`src/rtl/uart_pkg.sv`:
```
// Shared definitions for the UART transmit/receive pair: FSM state encodings
// and default frame geometry.
package uart_pkg;

    // Encodings match the transmitter so both FSMs read the same in waveforms.
    typedef enum logic [1:0] {
        S_IDLE  = 2'b00,
        S_START = 2'b01,
        S_DATA  = 2'b10,
        S_STOP  = 2'b11
    } uart_state_e;

    localparam int unsigned UART_DATA_BITS  = 8;
    localparam int unsigned UART_OVERSAMPLE = 16;

endpackage

```
`src/rtl/uart_sync_2ff.sv`:
```
// Two-flop synchroniser for a single asynchronous input; both flops reset to
// ResetVal so an idle-high line does not glitch out of reset.
module uart_sync_2ff #(
    parameter logic ResetVal = 1'b1
) (
    input  logic clk_i,
    input  logic rst_i,
    input  logic d_i,
    output logic q_o
);

    logic meta_q;
    logic sync_q;

    always_ff @(posedge clk_i or posedge rst_i) begin
        if (rst_i) begin
            meta_q <= ResetVal;
            sync_q <= ResetVal;
        end else begin
            meta_q <= d_i;
            sync_q <= meta_q;
        end
    end

    assign q_o = sync_q;

endmodule

```
`src/rtl/uart_receiver.sv`:
```
// UART 8N1 receiver with sample_tick oversampling: synchronises rx, samples each
// bit at its midpoint LSB first, checks the stop bit and pulses rx_done_tick.
module uart_receiver
    import uart_pkg::*;
#(
    parameter int unsigned DATA_BITS     = UART_DATA_BITS,
    parameter int unsigned STOP_BIT_TICK = UART_OVERSAMPLE
) (
    input  logic                 clk_50MHz,
    input  logic                 reset,
    input  logic                 sample_tick,
    input  logic                 rx,
    output logic [DATA_BITS-1:0] data_out,
    output logic                 rx_busy,
    output logic                 rx_done_tick,
    output logic                 frame_err
);

    localparam int unsigned BitCntW = (DATA_BITS > 1) ? $clog2(DATA_BITS) : 1;

    localparam logic [3:0]         MidStartTick = 4'(STOP_BIT_TICK / 2 - 1);
    localparam logic [3:0]         LastTick     = 4'(STOP_BIT_TICK - 1);
    localparam logic [BitCntW-1:0] LastBit      = BitCntW'(DATA_BITS - 1);

    if ((STOP_BIT_TICK < 4) || (STOP_BIT_TICK > 16) || (STOP_BIT_TICK % 2 != 0)) begin : g_bad_tick
        $error("uart_receiver: STOP_BIT_TICK must be even and within 4..16");
    end
    if (DATA_BITS < 1) begin : g_bad_bits
        $error("uart_receiver: DATA_BITS must be at least 1");
    end

    logic rx_s;

    uart_sync_2ff #(
        .ResetVal(1'b1)
    ) u_rx_sync (
        .clk_i(clk_50MHz),
        .rst_i(reset),
        .d_i  (rx),
        .q_o  (rx_s)
    );

    uart_state_e          state_q, state_d;
    logic [3:0]           tick_q, tick_d;
    logic [BitCntW-1:0]   bit_q, bit_d;
    logic [DATA_BITS-1:0] shreg_q, shreg_d;
    logic [DATA_BITS-1:0] data_q, data_d;
    logic                 busy_q, busy_d;
    logic                 done_q, done_d;
    logic                 ferr_q, ferr_d;

    always_comb begin
        state_d = state_q;
        tick_d  = tick_q;
        bit_d   = bit_q;
        shreg_d = shreg_q;
        data_d  = data_q;
        ferr_d  = ferr_q;
        done_d  = 1'b0;

        unique case (state_q)
            // Idle watches the line every clock so a start right after a stop is not missed.
            S_IDLE: begin
                if (!rx_s) begin
                    state_d = S_START;
                    tick_d  = '0;
                end
            end

            S_START: begin
                if (sample_tick) begin
                    if (tick_q == MidStartTick) begin
                        tick_d = '0;
                        if (!rx_s) begin
                            state_d = S_DATA;
                            bit_d   = '0;
                        end else begin
                            state_d = S_IDLE;
                        end
                    end else begin
                        tick_d = tick_q + 4'd1;
                    end
                end
            end

            S_DATA: begin
                if (sample_tick) begin
                    if (tick_q == LastTick) begin
                        tick_d  = '0;
                        shreg_d = DATA_BITS'({rx_s, shreg_q} >> 1);
                        if (bit_q == LastBit) begin
                            state_d = S_STOP;
                        end else begin
                            bit_d = bit_q + BitCntW'(1);
                        end
                    end else begin
                        tick_d = tick_q + 4'd1;
                    end
                end
            end

            S_STOP: begin
                if (sample_tick) begin
                    if (tick_q == LastTick) begin
                        state_d = S_IDLE;
                        tick_d  = '0;
                        data_d  = shreg_q;
                        ferr_d  = ~rx_s;
                        done_d  = 1'b1;
                    end else begin
                        tick_d = tick_q + 4'd1;
                    end
                end
            end

            default: begin
                state_d = S_IDLE;
                tick_d  = '0;
            end
        endcase

        busy_d = (state_d != S_IDLE);
    end

    always_ff @(posedge clk_50MHz or posedge reset) begin
        if (reset) begin
            state_q <= S_IDLE;
            tick_q  <= '0;
            bit_q   <= '0;
            shreg_q <= '1;
            data_q  <= '0;
            busy_q  <= 1'b0;
            done_q  <= 1'b0;
            ferr_q  <= 1'b0;
        end else begin
            state_q <= state_d;
            tick_q  <= tick_d;
            bit_q   <= bit_d;
            shreg_q <= shreg_d;
            data_q  <= data_d;
            busy_q  <= busy_d;
            done_q  <= done_d;
            ferr_q  <= ferr_d;
        end
    end

    assign data_out     = data_q;
    assign rx_busy      = busy_q;
    assign rx_done_tick = done_q;
    assign frame_err    = ferr_q;

endmodule

```
`config.mk`:
```
export PLATFORM = sky130hd
export DESIGN_NAME = uart_receiver
export DESIGN_NICKNAME = d
export VERILOG_FILES = /design/src/rtl/uart_pkg.sv /design/src/rtl/uart_sync_2ff.sv /design/src/rtl/uart_receiver.sv
export SDC_FILE = /design/constraint.sdc
export NUM_CORES = 1
export LEC_CHECK = 0
export ABC_AREA = 1
export CAP_MARGIN = 40
export CORE_ASPECT_RATIO = 1.5
export CORE_MARGIN = 3
export CORE_UTILIZATION = 35
export DETAILED_ROUTE_END_ITERATION = 10
export PLACE_DENSITY_LB_ADDON = 0.1
export SLEW_MARGIN = 10
export SYNTH_ARGS = -nofsm -noshare
export SYNTH_HDL_FRONTEND = slang
export SYNTH_SLANG_ARGS = --single-unit
```
`constraint.sdc`:
```
create_clock -name clk_50MHz -period 1.67 [get_ports clk_50MHz]
set_input_delay 0.2505 -clock clk_50MHz [delete_from_list [all_inputs] [get_ports clk_50MHz]]
set_output_delay 0.2505 -clock clk_50MHz [all_outputs]
set_load 0.02 [all_outputs]
```
* Word-level counts from Yosys, hierarchy flattened
Cells that the tools add are included.
** Storage, ports and cells
- Register bits :: 30
- Input port bits :: 4
- Output and inout bits :: 11
** Operators by class
- $add $sub $neg :: 2
- Eq/ne operators :: 14
- Mux-type cells :: 26
- Bitwise logic cells :: 1
- Reduce and logical (&&, ||, !) cells :: 8
** Operator list (number)
- 4-bit two-way mux :: 5
- 2-bit two-way mux :: 9
- 3-bit two-way mux :: 6
- 2-bit != test (second input constant) :: 7
- 4-bit one-hot mux with 3 select lines :: 1
- 3-bit AND reduction :: 3
- 2-bit one-hot mux with 4 select lines :: 1
- 7-bit AND reduction :: 1
- 3-bit one-hot mux with 2 select lines :: 1
- 4-bit by 1-bit adder with 4-bit output (second input constant) :: 1
- 2-bit equality test (second input constant) :: 2
- 4-bit by 3-bit equality test with 1-bit output (second input constant) :: 1
- 4-bit equality test (second input constant) :: 1
- 2-bit nonzero test :: 2
- 3-bit by 1-bit adder with 3-bit output (second input constant) :: 1
- 3-bit equality test (second input constant) :: 1
- 1-bit two-way mux :: 3
- 2-bit by 1-bit equality test with 1-bit output (second input constant) :: 1
- 2-bit zero test :: 1
- 2-bit by 1-bit != test with 1-bit output (second input constant) :: 1
- 2-bit OR reduction :: 1
- 1-bit NOT :: 1

* Depth between registers and ports, before layout
Gate-level depths: netlist of run 1.
- Depth in word-level cells :: 6
- Gate-level depth with buffers :: 8
- Gate-level depth less buffers :: 8

* Modules after synthesis
A second synthesis of run 1 with hierarchy kept.
** Unflattened totals
- Cell total of the unflattened synthesis :: 159
- Area, all modules :: 1476.4 sq um
** Modules (own cells, without submodules)
- uart_receiver :: times used 1, cells an instance 156, area each 1420.1 sq um, sequential area each 710.7 sq um
- uart_sync_2ff :: times used 1, cells an instance 3, area each 56.3 sq um, sequential area each 52.6 sq um

* Worst setup path before layout of run 1
No wires, ideal clock.
- Kind :: register to register
- Start point :: register tick_q[0]
- End point :: register data_q[2] (netlist: data_out[2])
- Arrival :: 1184 ps
- Slack :: 367 ps
- Cell stages (with the launch flop) :: 8
- Buffers on the path :: 1
- Cells stage by stage :: dfrtp_1 > ha_1 > nand2_2 > nor2_4 > nand3_4 > buf_6 > nand2_2 > o21ai_2
** On the way
- Word-level cells in the longest chain between the ends :: 2
** Ends and longest elaborated chain
- start: declaration :: line uart_receiver.sv:44 : logic [3:0] tick_q, tick_d;
- start signal: assignment :: line uart_receiver.sv:137 : tick_q <= tick_d;
- 4-bit equality test :: line uart_receiver.sv:104 : if (tick_q == LastTick) begin
- 3-bit AND reduction (no line)
- end signal: assignment :: line uart_receiver.sv:140 : data_q <= data_d;
- end: declaration :: line uart_receiver.sv:47 : logic [DATA_BITS-1:0] data_q, data_d;
Every way passes these cells.
A chain may end at the register's enable or synchronous reset.

* Worst setup path after layout of run 1
- Start point :: register data_q[2] (netlist: data_out[2])
- End point :: output data_out[2]
** RTL lines
- end: declaration :: line uart_receiver.sv:13 : output logic [DATA_BITS-1:0] data_out,
No word-level cell between the ends.

==> metrics.yaml, run 1 <==
clock_network:
  ctsResizeCount: 0
  cts_buffer_depth: 2
  cts_root_buf: "clkbuf_8"
  cts_setup_buffers: 0
  numCtsBuffers: 5
  tritoncts: "done"
  clock_latency_ps: 270
  h-tree-depth: 2
  ctsHoldBuffers: 0
  cts_sinks: 30
  clk_pin_slew_ps: 60
logic_synthesis:
  synth_cell_types: 21
  avgSynthCellArea_sq_um: 9.45
  synthCells: 151
  synth_xor_area_share_pct: 0.613
  yosysTopAreaCellShare_pct: 35.1
  synth_area_leader_cell: "dfrtp_1"
  synth_area_sq_um: 1430
  ys_ff_latch: 30
  synth_top_family_by_area: "simple AND/OR/NAND/NOR gates"
  muxShareOfSynthArea_pct: 0
  yosys.area_share.simple_pct: 22.4
  synth_warnings: 0
  synth_area_leaders: "dfrtp_1 (35%), dfstp_2 (18%), nand2_1 (11%), o21ai_2 (9.8%), inv_1 (5.3%)"
  synth_compound_area_share_pct: 12.6
  mappedNetlistNets: 158
  synth_fa_ha_area_share_pct: 2.63
  ys_seq_area_share_pct: 53.5
floorplanning:
  num_rows: 27
  initial_core_util_pct: 37.7
  dieHeight_um: 84.2
  dieArea_sq_um: 4900
  io_pins: 15
  core_area_sq_um: 3780
  die_x_um: 58.1
global_routing:
  grt_pass1_vias: 1019
  grt_pass1_wl_um: 4430
  grt-ovfl-total: 0
  grt_max_degree: 31
  grt_use_total_pct: 11.7
  antenna_found_initial: 0
critical_path:
  slowest_stage: "clkdlybuf4s50_1"
  critPathArrivalTime_ps: 1250
  crit_chain: "clkdlybuf4s50_1"
  slowest_delay_ps: 610
  critPathKind: "reg -> out"
  crit_fanout: 2
  critPathTopFamily: "buffers and inverters"
  worst-path-buf-inv: 1
  r2r_setup_slack_ps: 190
  startpoint_type: "flop"
  worst-endpoint-required_ps: 1420
  end_kind: "output port"
timing:
  fmax_mhz: 669
  slew_violations: 0
  setup_viol: 0
  finalSetupTns_ps: 0
  clock_skew_ps: 6.81
  relSlewSlack_pct: 74.0
  layout_worst_path_cycle_share_pct: 89.6
  worst_slew_pin_slew_ps: 388
  min_period_ps: 1500
  rsz0062_at_grt: "false"
  hold_viol_final: 0
pwr:
  p_total_uw: 2010
  power_per_cell_area_nw_per_um2: 1180
  p_leak_uw: 0.000774
  ir_worst_vdd_v: 0.000767
placed_design:
  io_buffers: 14
  dpl.hpwl_um: 1770
  gp_congestion: 0.805
cells_and_area:
  final_nets: 177
  final_common_cell: "nand2_1"
  area_delta_synth_final_pct: 19.6
  antenna_cells: 0
  layout-drive-gt1-share_pct: 28.1
  final_cell_mix: "nand2_1 (42), inv_1 (20), dfrtp_1 (20)"
flow_run:
  maxCapViolCount: 0
worst_hold_path:
  hp-class: "in -> async"
detailed_routing:
  antenna_left: 0
  vias_per_cell: 4.62
  drc_errors: 0
  dr.pass1.iters: 4
  wire_per_inst_um: 11.6
  dr.first_iter.drc_count: 31
  vias: 989
  drt-total-wl_um: 2490
status:
  status: "completed"
[final cells by class]
cell class	instances	area [sq um]
fillers	379	2080
flip-flops and latches	30	763
multi-input cells	94	547
repair buffers	15	148
inverters	24	90.1
clock buffers	7	76.3
well taps	43	53.8
clock inverters	1	30.0
[cells by family after synthesis]
group,count (synthesis)
fa+ha+maj,3
compound gates,24
simple gates,66
flops,30
buf+inv,27
xor+xnor,1
[per-stage QoR]
step                instances  worst slack [ps]  utilization [%]  cell area [sq um]  hold WS (ps)
floorplan                 151               367                -               1430           255
global placement          206              65.4             42.3               1600           354
detailed placement        206              37.5             42.3               1600           355
CTS                       214               154             45.1               1710           356
global route              214              16.1             45.1               1710           366
finish                    214               174             45.1               1710           349
[Yosys cell counts]
cell and count:
nand2_1 42, dfrtp_1 20, inv_1 20, o21ai_2 16, dfstp_2 10, nor2_1 7, nand2_2 5, nand3_1 5
inv_2 4, o21ai_0 4, ha_1 3, o21ai_1 3, buf_6 2, nand3_4 2, nor2_4 2, a21oi_1 1
buf_2 1, nand4_1 1, nor3_2 1, or2_2 1, xor2_1 1
[routing by layer]
metal	vias to the layer above	wire length, um	track usage (%)
met5	-	0	0
met3	2	52	2.62
met1	469	1100	12.6
met4	0	23	7.38
li1	504	-	-
met2	14	1320	20.1
[registers in the layout, summed over array words and instances (netlist names)]
signal	flops
tick_q	4
u_rx_sync.q_o	1
state_q	2
rx_done_tick	1
frame_err	1
u_rx_sync.meta_q	1
shreg_q	8
bit_q	3
rx_busy	1
data_out	8
[path summary, 6_finish.rpt]
| check | from | end | cells past startpoint |
|---|---|---|---|
| max | data_out[2]$_DFFE_PP0P_ | data_out[2] | 1 |
| max in group asynchronous | reset | shreg_q[5]$_DFFE_PP1P_ | 3 |
| min in group clk_50MHz | u_rx_sync.meta_q$_DFF_PP1_ | u_rx_sync.q_o$_DFF_PP1_ | 0 |
| min | reset | rx_done_tick$_DFF_PP0_ | 3 |
| max reg2reg | tick_q[0]$_DFFE_PP0P_ | data_out[3]$_DFFE_PP0P_ | 6 |
| min reg2reg | u_rx_sync.meta_q$_DFF_PP1_ | u_rx_sync.q_o$_DFF_PP1_ | 0 |
[report_power, final]
part           switching (uW)  total (uW)  internal, uW
Sequential               78.5         886           808
Combinational             280         435           155
Clock                     245         691           446
Power figures use the tool's default switching activity.
==> run 2: changes to the inputs <==
--- a/config.mk
+++ b/config.mk
@@ -7,10 +7,12 @@
 export LEC_CHECK = 0
 export ABC_AREA = 1
 export CAP_MARGIN = 40
-export CORE_ASPECT_RATIO = 1.5
+export CORE_ASPECT_RATIO = 0.9
 export CORE_MARGIN = 3
 export CORE_UTILIZATION = 35
+export CTS_CLUSTER_SIZE = 14
 export DETAILED_ROUTE_END_ITERATION = 10
+export GPL_ROUTABILITY_DRIVEN = 1
 export PLACE_DENSITY_LB_ADDON = 0.1
 export SLEW_MARGIN = 10
 export SYNTH_ARGS = -nofsm -noshare
==> run 2 against run 1 <==
Net effect: non-clock buffer count is 1 higher; total power fell by 5.6%; register-to-register slack improved by 60 ps; critical path depth stayed put; combinational power shrank 2%; cell count increased by 1.9%; first-iteration DRC count up 39%; clock-buffer cell count unchanged.
==> metrics.yaml, run 2 (synthesis gave the netlist of run 1 again) <==
status:
  status: "completed"
cells_and_area:
  final_core_utilization_pct: 45.1
  layout-drive-gt1-share_pct: 29.1
  fillerInstances: 370
  antenna_cells: 0
  area_delta_synth_final_pct: 20.2
  final_cell_mix: "nand2_1 (42), inv_1 (20), dfrtp_1 (20)"
  final_nets: 178
  final_common_cell: "nand2_1"
clock_network:
  cts_sinks: 30
  clock_latency_ps: 270
  h-tree-depth: 2
  tritoncts: "done"
  ctsHoldBuffers: 0
  cts_buffer_depth: 2
  ctsResizeCount: 0
  clk_pin_slew_ps: 60
  cts_setup_buffers: 0
  numCtsBuffers: 5
  cts_root_buf: "clkbuf_8"
critical_path:
  crit_chain: "clkdlybuf4s50_1"
  slowest_stage: "clkdlybuf4s50_1"
  crit_fanout: 2
  startpoint_type: "flop"
  critPathTopFamily: "buffers and inverters"
  slowest_delay_ps: 610
  worst-path-buf-inv: 1
  critPathKind: "reg -> out"
  worst-endpoint-required_ps: 1420
  end_kind: "output port"
  critPathArrivalTime_ps: 1240
placed_design:
  dpl.hpwl_um: 1670
  gp_congestion: 0.813
  io_buffers: 14
floorplanning:
  num_rows: 21
  dieArea_sq_um: 4880
  initial_core_util_pct: 37.5
  core_area_sq_um: 3810
  die_x_um: 73.3
  io_pins: 15
  dieHeight_um: 66.6
global_routing:
  grt-ovfl-total: 0
  grt_use_total_pct: 11.8
  grt_pass1_vias: 971
  antenna_found_initial: 0
  grt_max_degree: 31
  grt_pass1_wl_um: 4360
detailed_routing:
  dr.first_iter.drc_count: 43
  vias: 976
  wire_per_inst_um: 10.8
  vias_per_cell: 4.48
  drt-total-wl_um: 2350
  drc_errors: 0
  dr.pass1.iters: 4
  antenna_left: 0
timing:
  rsz0062_at_grt: "false"
  slew_violations: 0
  hold_viol_final: 0
  setup_viol: 0
  relSlewSlack_pct: 72.1
  fmax_mhz: 671
  worst_slew_pin_slew_ps: 417
  finalSetupTns_ps: 0
  clock_skew_ps: 2.86
  min_period_ps: 1490
  layout_worst_path_cycle_share_pct: 89.3
pwr:
  ir_worst_vdd_v: 0.000603
  p_total_uw: 1900
  p_leak_uw: 0.000780
  power_per_cell_area_nw_per_um2: 1110
worst_hold_path:
  hp-class: "in -> async"
flow_run:
  maxCapViolCount: 0
## run 2: worst reg2reg max path: cells and delay by family (launching register included)
kind	cells	cell delay [ps]
fa+ha+maj	1	200
simple gates	7	710
flops	1	390
## run 2: final timing paths
check                                      startpoint                       to  slack, ps  cells after the start
max                           data_out[2]$_DFFE_PP0P_              data_out[2]        180                      1
min                                             reset  data_out[0]$_DFFE_PP0P_        350                      3
max reg2reg                     tick_q[0]$_DFFE_PP0P_        rx_busy$_DFF_PP0_        250                      8
min reg2reg                u_rx_sync.meta_q$_DFF_PP1_  u_rx_sync.q_o$_DFF_PP1_        360                      0
max in group asynchronous                       reset   shreg_q[4]$_DFFE_PP1P_       1000                      3
min in group clk_50MHz     u_rx_sync.meta_q$_DFF_PP1_  u_rx_sync.q_o$_DFF_PP1_        360                      0
## run 2: layer usage
layer / wire length, um / track usage [%] / part of all wire, %
met5: 0 / 0 / 0
met4: 30 / 5.43 / 1.3
met3: 98 / 4.07 / 4.2
met2: 1060 / 17.3 / 45
met1: 1160 / 15.6 / 49
## run 2: per-stage QoR
stage / instance area [sq um] / std cells / setup slack [ps] / hold slack [ps]
4_1_cts: 1720 / 218 / 162 / 359
6_report: 1720 / 218 / 179 / 354
3_5_place_dp: 1630 / 210 / 33.8 / 349
5_1_grt: 1720 / 218 / 94.5 / 364
3_3_place_gp: 1630 / 210 / 92.9 / 347
2_1_floorplan: 1430 / 151 / 367 / 255
## run 2: power by group
part / total, uW / internal, uW / switching [uW]
sequential: 885 / 808 / 77.4
combinational: 425 / 153 / 272
clock: 590 / 332 / 258
## run 2: area by class of cell
cell class	count	area, sq um	share of cell area, %
clock buffers	7	86.3	5.03
clock inverters	1	5.00	0.292
inverters	24	90.1	5.25
multi-input cells	94	547	31.9
flip-flops and latches	30	763	44.5
well taps	46	57.6	3.35
repair buffers	16	168	9.77
==> run 3: changes to the inputs <==
--- a/config.mk
+++ b/config.mk
@@ -10,9 +10,10 @@
 export CORE_ASPECT_RATIO = 0.9
 export CORE_MARGIN = 3
 export CORE_UTILIZATION = 35
-export CTS_CLUSTER_SIZE = 14
+export CTS_CLUSTER_SIZE = 16
 export DETAILED_ROUTE_END_ITERATION = 10
 export GPL_ROUTABILITY_DRIVEN = 1
+export HOLD_SLACK_MARGIN = 0.05
 export PLACE_DENSITY_LB_ADDON = 0.1
 export SLEW_MARGIN = 10
 export SYNTH_ARGS = -nofsm -noshare
==> results of run 3 <==
The final DEF is identical to that of run 2; final timing and power are the same.
